### src/rtl/br_resolve_pkg.sv
// rtl/br_resolve_pkg.sv - shared address width, default queue depth and FSM state encoding for br_resolve
package br_resolve_pkg;

    localparam int INST_ADDR_BUS  = 32;
    localparam int PRED_DEPTH_DEF = 4;
    localparam int INST_BYTES     = 4;

    typedef enum logic {
        ST_RUN   = 1'b0,
        ST_FLUSH = 1'b1
    } state_e;

endpackage

### src/rtl/br_resolve_pred_fifo.sv
// rtl/br_resolve_pred_fifo.sv - circular prediction buffer with push/pop/clear and registered occupancy
module br_resolve_pred_fifo
    import br_resolve_pkg::*;
#(
    parameter int DEPTH = PRED_DEPTH_DEF,
    parameter int W     = 2 * INST_ADDR_BUS + 1
) (
    input  logic         clk,
    input  logic         rst,
    input  logic         push,
    input  logic         pop,
    input  logic         clear,
    input  logic [W-1:0] wdata,
    output logic [W-1:0] rdata,
    output logic         full,
    output logic         empty
);

    localparam int PW = $clog2(DEPTH);

    logic [PW-1:0] rd_ptr_q, rd_ptr_d;
    logic [PW-1:0] wr_ptr_q, wr_ptr_d;
    logic [PW:0]   count_q, count_d;
    logic [W-1:0]  mem_q [DEPTH];

    always_comb begin
        rd_ptr_d = rd_ptr_q;
        wr_ptr_d = wr_ptr_q;
        count_d  = count_q;
        if (clear) begin
            rd_ptr_d = '0;
            wr_ptr_d = '0;
            count_d  = '0;
        end else begin
            // DEPTH is a power of two, so pointer overflow is the wrap
            if (push) wr_ptr_d = wr_ptr_q + PW'(1);
            if (pop)  rd_ptr_d = rd_ptr_q + PW'(1);
            case ({push, pop})
                2'b10:   count_d = count_q + (PW+1)'(1);
                2'b01:   count_d = count_q - (PW+1)'(1);
                default: count_d = count_q;
            endcase
        end
    end

    always_ff @(posedge clk or negedge rst) begin
        if (!rst) begin
            rd_ptr_q <= '0;
            wr_ptr_q <= '0;
            count_q  <= '0;
        end else begin
            rd_ptr_q <= rd_ptr_d;
            wr_ptr_q <= wr_ptr_d;
            count_q  <= count_d;
        end
    end

    always_ff @(posedge clk) begin
        if (push && !clear) mem_q[wr_ptr_q] <= wdata;
    end

    assign rdata = mem_q[rd_ptr_q];
    assign full  = (count_q == (PW+1)'(DEPTH));
    assign empty = (count_q == '0);

endmodule

### src/rtl/br_resolve.sv
// rtl/br_resolve.sv - branch prediction checker: queues IF predictions, checks them at EX, trains and flushes
// Optional statistics counters (stat_br/stat_miss) are built when BR_STATS_EN is defined.
module br_resolve
    import br_resolve_pkg::*;
#(
    parameter int DEPTH  = PRED_DEPTH_DEF,
    parameter int ADDR_W = INST_ADDR_BUS
) (
    input  logic              clk,
    input  logic              rst,
    input  logic              if_valid,
    input  logic [ADDR_W-1:0] if_pc,
    input  logic              if_br_p,
    input  logic [ADDR_W-1:0] if_addr_p,
    output logic              q_full,
    output logic              q_empty,
    input  logic              ex_valid,
    input  logic              ex_is_br,
    input  logic              ex_jmp,
    input  logic [ADDR_W-1:0] ex_jmp_addr,
    output logic              upd_is_br,
    output logic [ADDR_W-1:0] upd_addr,
    output logic [ADDR_W-1:0] upd_jmp_addr,
    output logic              upd_jmp,
`ifdef BR_STATS_EN
    output logic [31:0]       stat_br,
    output logic [31:0]       stat_miss,
`endif
    output logic              flush,
    output logic [ADDR_W-1:0] redirect_pc
);

    localparam int EW = 2 * ADDR_W + 1;

    state_e            state_q, state_d;
    logic              run;
    logic              do_push, do_pop, mispredict, miss;
    logic [EW-1:0]     head;
    logic [ADDR_W-1:0] head_pc, head_addr_p, redirect_d;
    logic              head_br_p;

    logic              upd_is_br_q;
    logic [ADDR_W-1:0] upd_addr_q, upd_jmp_addr_q, redirect_q;
    logic              upd_jmp_q;

    assign run     = (state_q == ST_RUN);
    assign do_pop  = run && ex_valid && !q_empty;
    assign do_push = run && if_valid && (!q_full || do_pop);

    br_resolve_pred_fifo #(
        .DEPTH (DEPTH),
        .W     (EW)
    ) u_fifo (
        .clk   (clk),
        .rst   (rst),
        .push  (do_push),
        .pop   (do_pop),
        .clear (miss),
        .wdata ({if_pc, if_br_p, if_addr_p}),
        .rdata (head),
        .full  (q_full),
        .empty (q_empty)
    );

    assign {head_pc, head_br_p, head_addr_p} = head;

    // Non-branches that hit in the BTB are treated like not-taken branches
    always_comb begin
        mispredict = head_br_p;
        redirect_d = head_pc + ADDR_W'(INST_BYTES);
        if (ex_is_br && ex_jmp) begin
            mispredict = !head_br_p || (head_addr_p != ex_jmp_addr);
            redirect_d = ex_jmp_addr;
        end
    end

    assign miss = do_pop && mispredict;

    always_comb begin
        state_d = state_q;
        flush   = 1'b0;
        case (state_q)
            ST_RUN: begin
                if (miss) state_d = ST_FLUSH;
            end
            ST_FLUSH: begin
                flush   = 1'b1;
                state_d = ST_RUN;
            end
            default: state_d = ST_RUN;
        endcase
    end

    always_ff @(posedge clk or negedge rst) begin
        if (!rst) begin
            state_q        <= ST_RUN;
            redirect_q     <= '0;
            upd_is_br_q    <= 1'b0;
            upd_addr_q     <= '0;
            upd_jmp_addr_q <= '0;
            upd_jmp_q      <= 1'b0;
        end else begin
            state_q     <= state_d;
            upd_is_br_q <= do_pop && ex_is_br;
            if (miss) redirect_q <= redirect_d;
            if (do_pop && ex_is_br) begin
                upd_addr_q     <= head_pc;
                upd_jmp_addr_q <= ex_jmp_addr;
                upd_jmp_q      <= ex_jmp;
            end
        end
    end

    assign upd_is_br    = upd_is_br_q;
    assign upd_addr     = upd_addr_q;
    assign upd_jmp_addr = upd_jmp_addr_q;
    assign upd_jmp      = upd_jmp_q;
    assign redirect_pc  = redirect_q;

`ifdef BR_STATS_EN
    logic [31:0] stat_br_q, stat_miss_q;

    always_ff @(posedge clk or negedge rst) begin
        if (!rst) begin
            stat_br_q   <= '0;
            stat_miss_q <= '0;
        end else begin
            if (do_pop && ex_is_br) stat_br_q <= stat_br_q + 32'd1;
            if (miss) stat_miss_q <= stat_miss_q + 32'd1;
        end
    end

    assign stat_br   = stat_br_q;
    assign stat_miss = stat_miss_q;
`endif

endmodule

### config.mk
export PLATFORM = sky130hd
export DESIGN_NAME = br_resolve
export DESIGN_NICKNAME = d
export VERILOG_FILES = /design/src/rtl/br_resolve_pkg.sv /design/src/rtl/br_resolve_pred_fifo.sv /design/src/rtl/br_resolve.sv
export SDC_FILE = /design/constraint.sdc
export NUM_CORES = 1
export LEC_CHECK = 0
export ABC_AREA = 1
export BUFFER_PORTS_ARGS = -buffer_cell sky130_fd_sc_hd__buf_2
export CAP_MARGIN = 20
export CORE_ASPECT_RATIO = 1.1
export CORE_MARGIN = 8
export CORE_UTILIZATION = 52
export DETAILED_ROUTE_END_ITERATION = 10
export HOLD_SLACK_MARGIN = 0.06
export PLACE_DENSITY = 0.76
export RECOVER_POWER = 25
export SLEW_MARGIN = 20
export SYNTH_ARGS = -nofsm -noshare
export SYNTH_HDL_FRONTEND = slang
export SYNTH_SLANG_ARGS = --single-unit
### constraint.sdc
create_clock -name clk -period 4.7 [get_ports clk]
set_clock_uncertainty 0.2 [all_clocks]
set_input_delay 0.94 -clock clk [delete_from_list [all_inputs] [get_ports clk]]
set_output_delay 0.94 -clock clk [all_outputs]
set_load 0.03 [all_outputs]
Word level (Yosys, flattened, before mapping)
Memory sizes are Yosys's and may differ from the RTL's. Index checks and enable logic that the tools add are counted.

Bits in registers: 106. Input bits: 103. Word-level logic and storage cells: 51. Memories kept: 1. Output and inout port bits: 101. Bits in writable memories: 260.

Memories: u_fifo.mem_q (words 4, bits a word 65, rd ports 1, clocked after memory_dff 0, write ports 1, RTL line br_resolve_pred_fifo.sv:24) `logic [W-1:0] mem_q [DEPTH];`.

Bitwise gates (word level): 1. Mux-type cells: 13. Add/sub/neg operators: 5. Eq/ne operators: 4. Reduce and logical (&&, ||, !) cells: 18.

Operator list (number): $add A32 B3 Y32 const B (1); $mux W32 (1); $ne A32 B32 Y1 (1); $logic_and A1 B1 Y1 (8); $mux W2 (4); $pmux W3 S2 (1); $mux W1 (5); $add A2 B1 Y2 const B (2); $logic_not A1 Y1 (4); $reduce_bool A2 Y1 (2); $add A3 B1 Y3 const B (1); $eq A3 B3 Y1 const B (1); $logic_not A3 Y1 (1); $mux W3 (1); $reduce_bool A3 Y1 (1); $sub A3 B1 Y3 const B (1); $eq A2 B1 Y1 const B (1); $eq A2 B2 Y1 const B (1); $logic_or A1 B1 Y1 (2); $pmux W1 S2 (1); $not A1 Y1 (1).

Logic depth before layout (Yosys ltp)
Gate-level depths: netlist of the first run. An unclocked memory read counts as a cell.

Word-level depth: 9. Mapped depth: 20. Gate-level depth less buffers: 17.

Hierarchy
Synthesis of the first run repeated with hierarchy kept, for this count alone.

Cell total of the unflattened synthesis: 1518. Area total of the unflattened synthesis: 16101.7 µm².

By module, submodules not included: br_resolve_pred_fifo (cells an instance 689, times used 1, area an instance 10547.6 µm², seq. area each 7982.7 µm²); br_resolve (cells an instance 829, times used 1, area an instance 5554.1 µm², seq. area each 2477.4 µm²).

Worst setup path before layout of the first run
Ideal clock, no wire load.

Path type: input port to flip-flop. Start: in ex_is_br. End: mem u_fifo.mem_q[0][0] (netlist name), enable pin. Path slack: -787 ps. Path buffers: 1. Setup time: 488 ps. Arrival: 4798 ps. Cell stages on the path: 13. Data required time: 4012 ps. Cell sequence: nand2_1 > inv_1 > nand2_1 > nor2_1 > nand2_1 > nor2_1 > nand2_1 > nor2_1 > nand3_1 > nand2_2 > buf_6 > nand2_1 > nor2_1.

Longest elaborated chain between the ends: 7.

RTL lines: start, declared (RTL line br_resolve.sv:18) `input logic ex_is_br,`; $logic_and A1 B1 Y1 (RTL line br_resolve.sv:71) `if (ex_is_br && ex_jmp) begin`; $mux W1 (RTL line br_resolve.sv:71); $logic_and A1 B1 Y1 (RTL line br_resolve.sv:77) `assign miss = do_pop && mispredict;`; $logic_not A1 Y1 (RTL line br_resolve_pred_fifo.sv:59) `if (push && !clear) mem_q[wr_ptr_q] <= wdata;`; $logic_and A1 B1 Y1 (RTL line br_resolve_pred_fifo.sv:59); $mux W1 (RTL line br_resolve_pred_fifo.sv:59); $mux W1 (not written as such) (RTL line br_resolve_pred_fifo.sv:59); end, declared (RTL line br_resolve_pred_fifo.sv:24).

No other way between the ends.

Worst setup path in the final report of the first run
Start: reg u_fifo.rd_ptr_q[0]. End: reg redirect_q[20] (netlist: redirect_pc[20]).

Longest elaborated chain between the ends: 5. Elaborated cells between the ends (all ways): 8. Classes of those cells: 1 x add/sub; 1 x eq/ne; 2 x mux; 3 x reduce/logical; 1 x memory.

RTL lines: start, declared (RTL line br_resolve_pred_fifo.sv:21) `logic [PW-1:0] rd_ptr_q, rd_ptr_d;`; start signal, assigned (RTL line br_resolve_pred_fifo.sv:52) `rd_ptr_q <= rd_ptr_d;`; $mem_v2 Z4 W65 (*); branches (longest 4 deep; another with $add A32 B3 Y32); end signal, assigned (RTL line br_resolve.sv:105) `if (miss) redirect_q <= redirect_d;`; end, declared (RTL line br_resolve.sv:43) `logic [ADDR_W-1:0] upd_addr_q, upd_jmp_addr_q, redirect_q;`.

Mark *: on every way between the ends. A chain may end at the register's enable or synchronous reset.

==> results of run 1 <==
## worst max path at each step
stage,start,endpoint,slack (ps),cells after the start
6_report,u_fifo.rd_ptr_q[0],redirect_pc[20],920,12
5_1_grt,u_fifo.rd_ptr_q[0],redirect_pc[21],660,14
4_1_cts,u_fifo.rd_ptr_q[0],redirect_pc[20],950,12
3_5_place_dp,u_fifo.rd_ptr_q[0],redirect_pc[21],1000,14
3_3_place_gp,u_fifo.rd_ptr_q[0],redirect_pc[21],1050,14
2_1_floorplan,ex_is_br,u_fifo.mem_q[0][0],-790,13
## cell families (layout without fill, tap and decap cells)
group                      count (synthesis)  in the layout  synth area share, %
buffers and inverters                    150            373                 4.75
and+or+nand+nor                          941            941                 24.7
xor gates and xnor gates                   9              9                0.496
adders and majority gates                  6              6                0.520
AOI/OAI and AO/OA                        100            100                 3.23
muxes                                      7              7                0.441
other                                      0              7                    0
DFF                                      366            366                 65.9
## worst max-delay path: cells and delay by family (launching register included)
kind,cells,cell delay (ps)
buf+inv,2,1160
compound gates,2,450
flops,1,490
simple gates,8,1310
## layer usage
metal  GRT usage (%)  wire length (microns)  up-vias
met3            5.07                   3950      103
met1            30.4                  17300     5703
li1                -                      -     5646
met5               0                     33        -
met4            11.1                   1920        6
met2            37.3                  20300      579
## power groups by stage
stage,Sequential [mW],Clock (mW),Combinational [mW]
after CTS,4.66,2.87,4.97
final,4.67,2.84,4.96
after global routing,4.73,2.99,5.44
after global placement,4.70,0,4.83
after detailed placement,4.72,0,4.94
after floorplan,5.44,0,2.74
## per-stage QoR
step | power, mW | area (sq um)
2_1_floorplan | 8.18 | 15900
3_3_place_gp | 9.53 | 17200
3_5_place_dp | 9.66 | 17200
4_1_cts | 12.5 | 18400
5_1_grt | 13.2 | 18300
6_report | 12.5 | 18300
## layout make-up
class                      instances  area (sq um)  share of cell area (%)
clock buffer                      55          1080                    5.87
timing repair buffer             223          1150                    6.25
antenna                            7          17.5                  0.0955
inverter                          82           310                    1.69
sequential                       366         10500                    57.0
tap                              414           518                    2.82
clock inverter                    13           105                   0.573
multi-input combinational       1063          4700                    25.6
## state kept, by name, summed over array words and instances, names as in the netlist
name,count
upd_addr,32
u_fifo.rd_ptr_q,2
upd_jmp_addr,32
upd_is_br,1
u_fifo.wr_ptr_q,2
upd_jmp,1
u_fifo.count_q,3
u_fifo.mem_q,260
redirect_pc,32
state_q,1
## Yosys cell counts, drive strengths merged, types with 4 or more instances
library cell and n:
nand3b 13, buf 47, o22ai 4, nand3 176, ha 5, nor2 82, xor2 7, and2 4
o21ai 88, dfrtp 106, clkbuf 21, inv 81, nand2 650, mux2i 7, edfxtp 260, a21oi 5
nand4 12
==> metrics.txt, run 1 <==
post-CTS setup buffers 0; Layout fillers 2447; synth unique cells 36; Logic pwr share 39.8%; Achievable Freq 265 MHz; min Tclk post-route 3780 ps; Int Power 7.25 mW; final net count 1882; RSZ-0062 raised after global routing false; Worst-path clk slew 60 ps; Post-synth EDFFs 260; Worst R2R End redirect_pc[20]; Leakage 7.97 nW; CTS sink count 366; cts hold-fix bufs 0; initial antenna violation count 6; worst-skew pair later-pin latency 530 ps; fin worst setup slack 924 ps; Synth top area share 49.2%; most used cell, CP nand2_1; R2R Setup Slk 920 ps; gr usage total 23.4%; Die W 183 microns; row cnt 67; Initial DRC Count 1216; pin count of the biggest net entering global routing 85; Setup Total Neg Slack 0 ps; first-pass GRT wire length 65200 microns; Post-Place Setup Slack 1000 ps; synthesis-to-layout area growth 15.5%; final instance count without filler cells 2223; R2R depth 12; remaining antenna violation count 0; HP Class in2async; post_cts resized 0; DIE AREA 36400 sq um; core box area 30300 sq um; ordered list of cells on the worst path inv_4 > buf_4 > nand2_1 > nand3_1 > nand2_1 > nor2_1 > nand4_1 > o21ai_0 > nand3_1 > o21ai_0 > nand2_1 > nand2_1; sequential area share after synthesis 65.9%; Routed WL 43600 microns; CTS root buffer clkbuf_16; CTS Buffer Depth 3; CP max stage cell buf_4; CP Data Required Time 4960 ps; CP Capture Type flop; max-slew violations 0; Syn Inst Count 1579; # Max-Cap Violations 0; CTS tree yes; Warnings, synthesis 0; share of post-route cells with drive strength above 1 14.0%; worst hold margin 241 ps; placed instance count 2148; Synthesized Nets 1688; sequential share of power 37.4%; final hold viol count 0; switching pwr 5.22 mW; Syn Area/Cell 10.1 sq um; HPWL after DPL 29700 microns; DRC 0; GPL Wtd Cong 0.912; Crit Path Max Fanout 75; Yosys top cell by area edfxtp_1; Sw Share 41.9%; most frequent cells in the layout nand2_1 (641), edfxtp_1 (260), nand3_1 (174), buf_2 (145), dfrtp_1 (104); H-tree depth 2; worst slew pin tran 910 ps; Netlist Area Pre-Place 15900 sq um; WL/cell 19.6 microns; Yosys reg bits 366; async set or reset register ratio after synthesis 29.0%; CTS Buf Count 37; most common cell after layout, fill and taps aside nand2_1; critical path type reg2reg; R2R Path Start u_fifo.rd_ptr_q[0]; # setup viols final 0; via-per-instance ratio 5.41; drt pass-1 iters 6; slowest stage delay, CP 610 ps; peak supply drop 517 uV; initial cell density of the core 52.5%; Port Buf Inserts 203; GRT overflow 0; I/O pins 204; Clk pwr share 22.8%; vias in the first global route 11401; Final Core Density 60.6%; DR vias 12037; Period Utilization, post-route 80.3%; pwr/cell area 680 nW/um^2; die height 199 microns; max_slew headroom 39.3%; top cells by area, synth edfxtp_1 (49%), dfrtp_1 (17%), nand2_1 (15%); crit path launch type flop; Post-synth top flop edfxtp_1; outcome finished, final reports clean; critical path data arrival time 4040 ps
(Power assumes the default switching activity.)
==> run 2: changes to the inputs <==
--- a/config.mk
+++ b/config.mk
@@ -10,10 +10,10 @@
 export CAP_MARGIN = 20
 export CORE_ASPECT_RATIO = 1.1
 export CORE_MARGIN = 8
-export CORE_UTILIZATION = 52
+export CORE_UTILIZATION = 58
 export DETAILED_ROUTE_END_ITERATION = 10
 export HOLD_SLACK_MARGIN = 0.06
-export PLACE_DENSITY = 0.76
+export PLACE_DENSITY = 0.8
 export RECOVER_POWER = 25
 export SLEW_MARGIN = 20
 export SYNTH_ARGS = -nofsm -noshare
==> constraint.sdc (replaced) <==
create_clock -name clk -period 3.5 [get_ports clk]
set_clock_uncertainty 0.2 [all_clocks]
set_input_delay 0.7 -clock clk [delete_from_list [all_inputs] [get_ports clk]]
set_output_delay 0.7 -clock clk [all_outputs]
set_load 0.03 [all_outputs]
==> metrics.txt, run 2 (synthesis results as in run 1) <==
Worst-path clk slew 60 ps (about the same); HPWL after DPL 29100 microns (was 29700 microns); DIE AREA 32900 sq um (was 36400 sq um); peak supply drop 579 uV (was 517 uV); fin worst setup slack 255 ps (was 924 ps); Period Utilization, post-route 92.7% (was 80.3%); row cnt 63 (was 67); worst slew pin tran 648 ps (was 910 ps); R2R Setup Slk 250 ps (was 920 ps); pwr/cell area 905 nW/um^2 (was 680 nW/um^2); Final Core Density 68.0% (was 60.6%); I/O pins 204 (unchanged); GPL Wtd Cong 0.913 (was 0.912); Crit Path Max Fanout 49 (was 75); slowest stage delay, CP 430 ps (was 610 ps); remaining antenna violation count 0 (unchanged); gr usage total 25.1% (was 23.4%); most common cell after layout, fill and taps aside nand2_1 (unchanged); HP Class in2reg (was in2async); Port Buf Inserts 203 (unchanged); Crit path max-delay family buffers and inverters (was simple AND/OR/NAND/NOR gates); WL/cell 19.6 microns (about the same); max_slew headroom 56.8% (was 39.3%); Initial DRC Count 1323 (was 1216); post-CTS setup buffers 0 (unchanged); diodes inserted 0 (was 7); most frequent cells in the layout nand2_1 (640), edfxtp_1 (260), nand3_1 (174), buf_2 (148), dfrtp_1 (104) (was nand2_1 (641), edfxtp_1 (260), nand3_1 (174), buf_2 (145), dfrtp_1 (104)); design area 18300 sq um (about the same); CP max stage cell dfrtp_2 (was buf_4); CTS tree yes (unchanged); WHS Endpoint u_fifo.mem_q[0][49]; Die W 174 microns (was 183 microns); post_cts resized 0 (unchanged); pin count of the biggest net entering global routing 113 (was 85); DR vias 12134 (was 12037); critical path data arrival time 3450 ps (was 4040 ps); CTS sink count 366 (unchanged); synthesis-to-layout area growth 15.4% (was 15.5%); WP buf/inv 5 (was 2); most used cell, CP nand2_1 (unchanged); Leakage 8.01 nW (was 7.97 nW); worst-skew pair later-pin latency 530 ps (about the same); DRC 0 (unchanged); Setup Total Neg Slack 0 ps (unchanged); CP Data Required Time 3700 ps (was 4960 ps); via-per-instance ratio 5.61 (was 5.41); drt pass-1 iters 6 (unchanged); final net count 1889 (was 1882); RSZ-0062 raised after global routing false (unchanged); CP Capture Type flop (unchanged); die height 190 microns (was 199 microns); Worst R2R End redirect_pc[29] (was redirect_pc[20]); CTS Buf Count 35 (was 37); vias in the first global route 11789 (was 11401); # setup viols final 0 (unchanged); hold depth 1; max-slew violations 0 (unchanged); H-tree depth 2 (unchanged); initial cell density of the core 58.9% (was 52.5%); # Max-Cap Violations 0 (unchanged); PnR Total Power 16.6 mW (was 12.5 mW); core box area 27000 sq um (was 30300 sq um); CTS Buffer Depth 3 (unchanged); final hold viol count 0 (unchanged); min Tclk post-route 3250 ps (was 3780 ps); CTS root buffer clkbuf_16 (unchanged); share of post-route cells with drive strength above 1 14.5% (was 14.0%); max reg flops 260 (unchanged); R2R depth 15 (was 12); Most flops, register u_fifo.mem_q (unchanged); GRT overflow 0 (unchanged); crit path launch type flop (unchanged); Routed WL 42400 microns (was 43600 microns); critical path type reg2reg (unchanged); placed cell area 17300 sq um (was 17200 sq um); R2R Path Start u_fifo.rd_ptr_q[1] (was u_fifo.rd_ptr_q[0]); initial antenna violation count 3 (was 6); Achievable Freq 308 MHz (was 265 MHz); cts hold-fix bufs 1 (was 0); Post-Place Setup Slack 348 ps (was 1000 ps); outcome finished, final reports clean (unchanged); first-pass GRT wire length 64800 microns (was 65200 microns); worst hold path startpoint if_pc[16]; ordered list of cells on the worst path inv_2 > buf_4 > nand3_1 > nand2_1 > xor2_1 > inv_1 > nor2_1 > nand2_1 > nor2_1 > nand3_1 > nand2_2 > buf_4 > inv_2 > nand2_1 > nand2_1 (was inv_4 > buf_4 > nand2_1 > nand3_1 > nand2_1 > nor2_1 > nand4_1 > o21ai_0 > nand3_1 > o21ai_0 > nand2_1 > nand2_1)
==> run 2: cell count changes in the layout (fill, tap and decap cells not counted), moves of 2 or more <==
cell	before	now
diode_2	7	0
buf_12	4	12
clkinv_2	5	7
clkbuf_1	69	66
clkbuf_16	39	36
buf_2	145	148
==> run 2: where the power goes <==
part / total [mW] / internal [mW] / switching, mW
registers: 6.26 / 5.78 / 0.480
clock network: 3.54 / 1.99 / 1.55
logic: 6.78 / 1.85 / 4.93
==> run 2: metal layers <==
| metal | up-vias | global-route usage [%] | share of wire, % |
|---|---|---|---|
| li1 | 5650 | - | - |
| met1 | 5717 | 32.6 | 40 |
| met2 | 647 | 40.8 | 47 |
| met3 | 114 | 5.02 | 9.0 |
| met4 | 6 | 11.3 | 4.3 |
| met5 | - | 0 | 0.085 |
==> run 2: worst max path at each step <==
| stage | from | end | slack, ps | cells after the start |
|---|---|---|---|---|
| floorplan | ex_is_br | u_fifo.mem_q[0][0] | 0.3 | 13 |
| global placement | u_fifo.rd_ptr_q[1] | u_fifo.mem_q[0][56] | 390 | 12 |
| detailed placement | u_fifo.rd_ptr_q[1] | redirect_pc[29] | 350 | 13 |
| CTS | u_fifo.rd_ptr_q[1] | redirect_pc[29] | 310 | 13 |
| global route | u_fifo.rd_ptr_q[1] | redirect_pc[27] | 10 | 15 |
| finish | u_fifo.rd_ptr_q[1] | redirect_pc[29] | 250 | 15 |
==> run 2: through the flow <==
stage	std cells	hold WS, ps
2_1_floorplan	1579	204
3_3_place_gp	2099	256
3_5_place_dp	2099	260
4_1_cts	2164	177
5_1_grt	2164	218
6_report	2164	214
==> run 2: layout make-up <==
cell class / instances / area [sq um]
tap: 357 / 447
fill: 2069 / 8630
sequential: 366 / 10500
timing repair buffer: 232 / 1320
clock inverter: 12 / 68.8
inverter: 82 / 310
clock buffer: 52 / 1000
multi-input combinational: 1063 / 4710
==> run 2: worst register-to-register path: stages, from the launching register on <==
cell and delay, ps:
dfrtp_2 430, inv_2 350, buf_4 310, nand3_1 100, nand2_1 90, xor2_1 150, inv_1 50, nor2_1 120
nand2_1 70, nor2_1 80, nand3_1 110, nand2_2 90, buf_4 420, inv_2 340, nand2_1 160, nand2_1 70
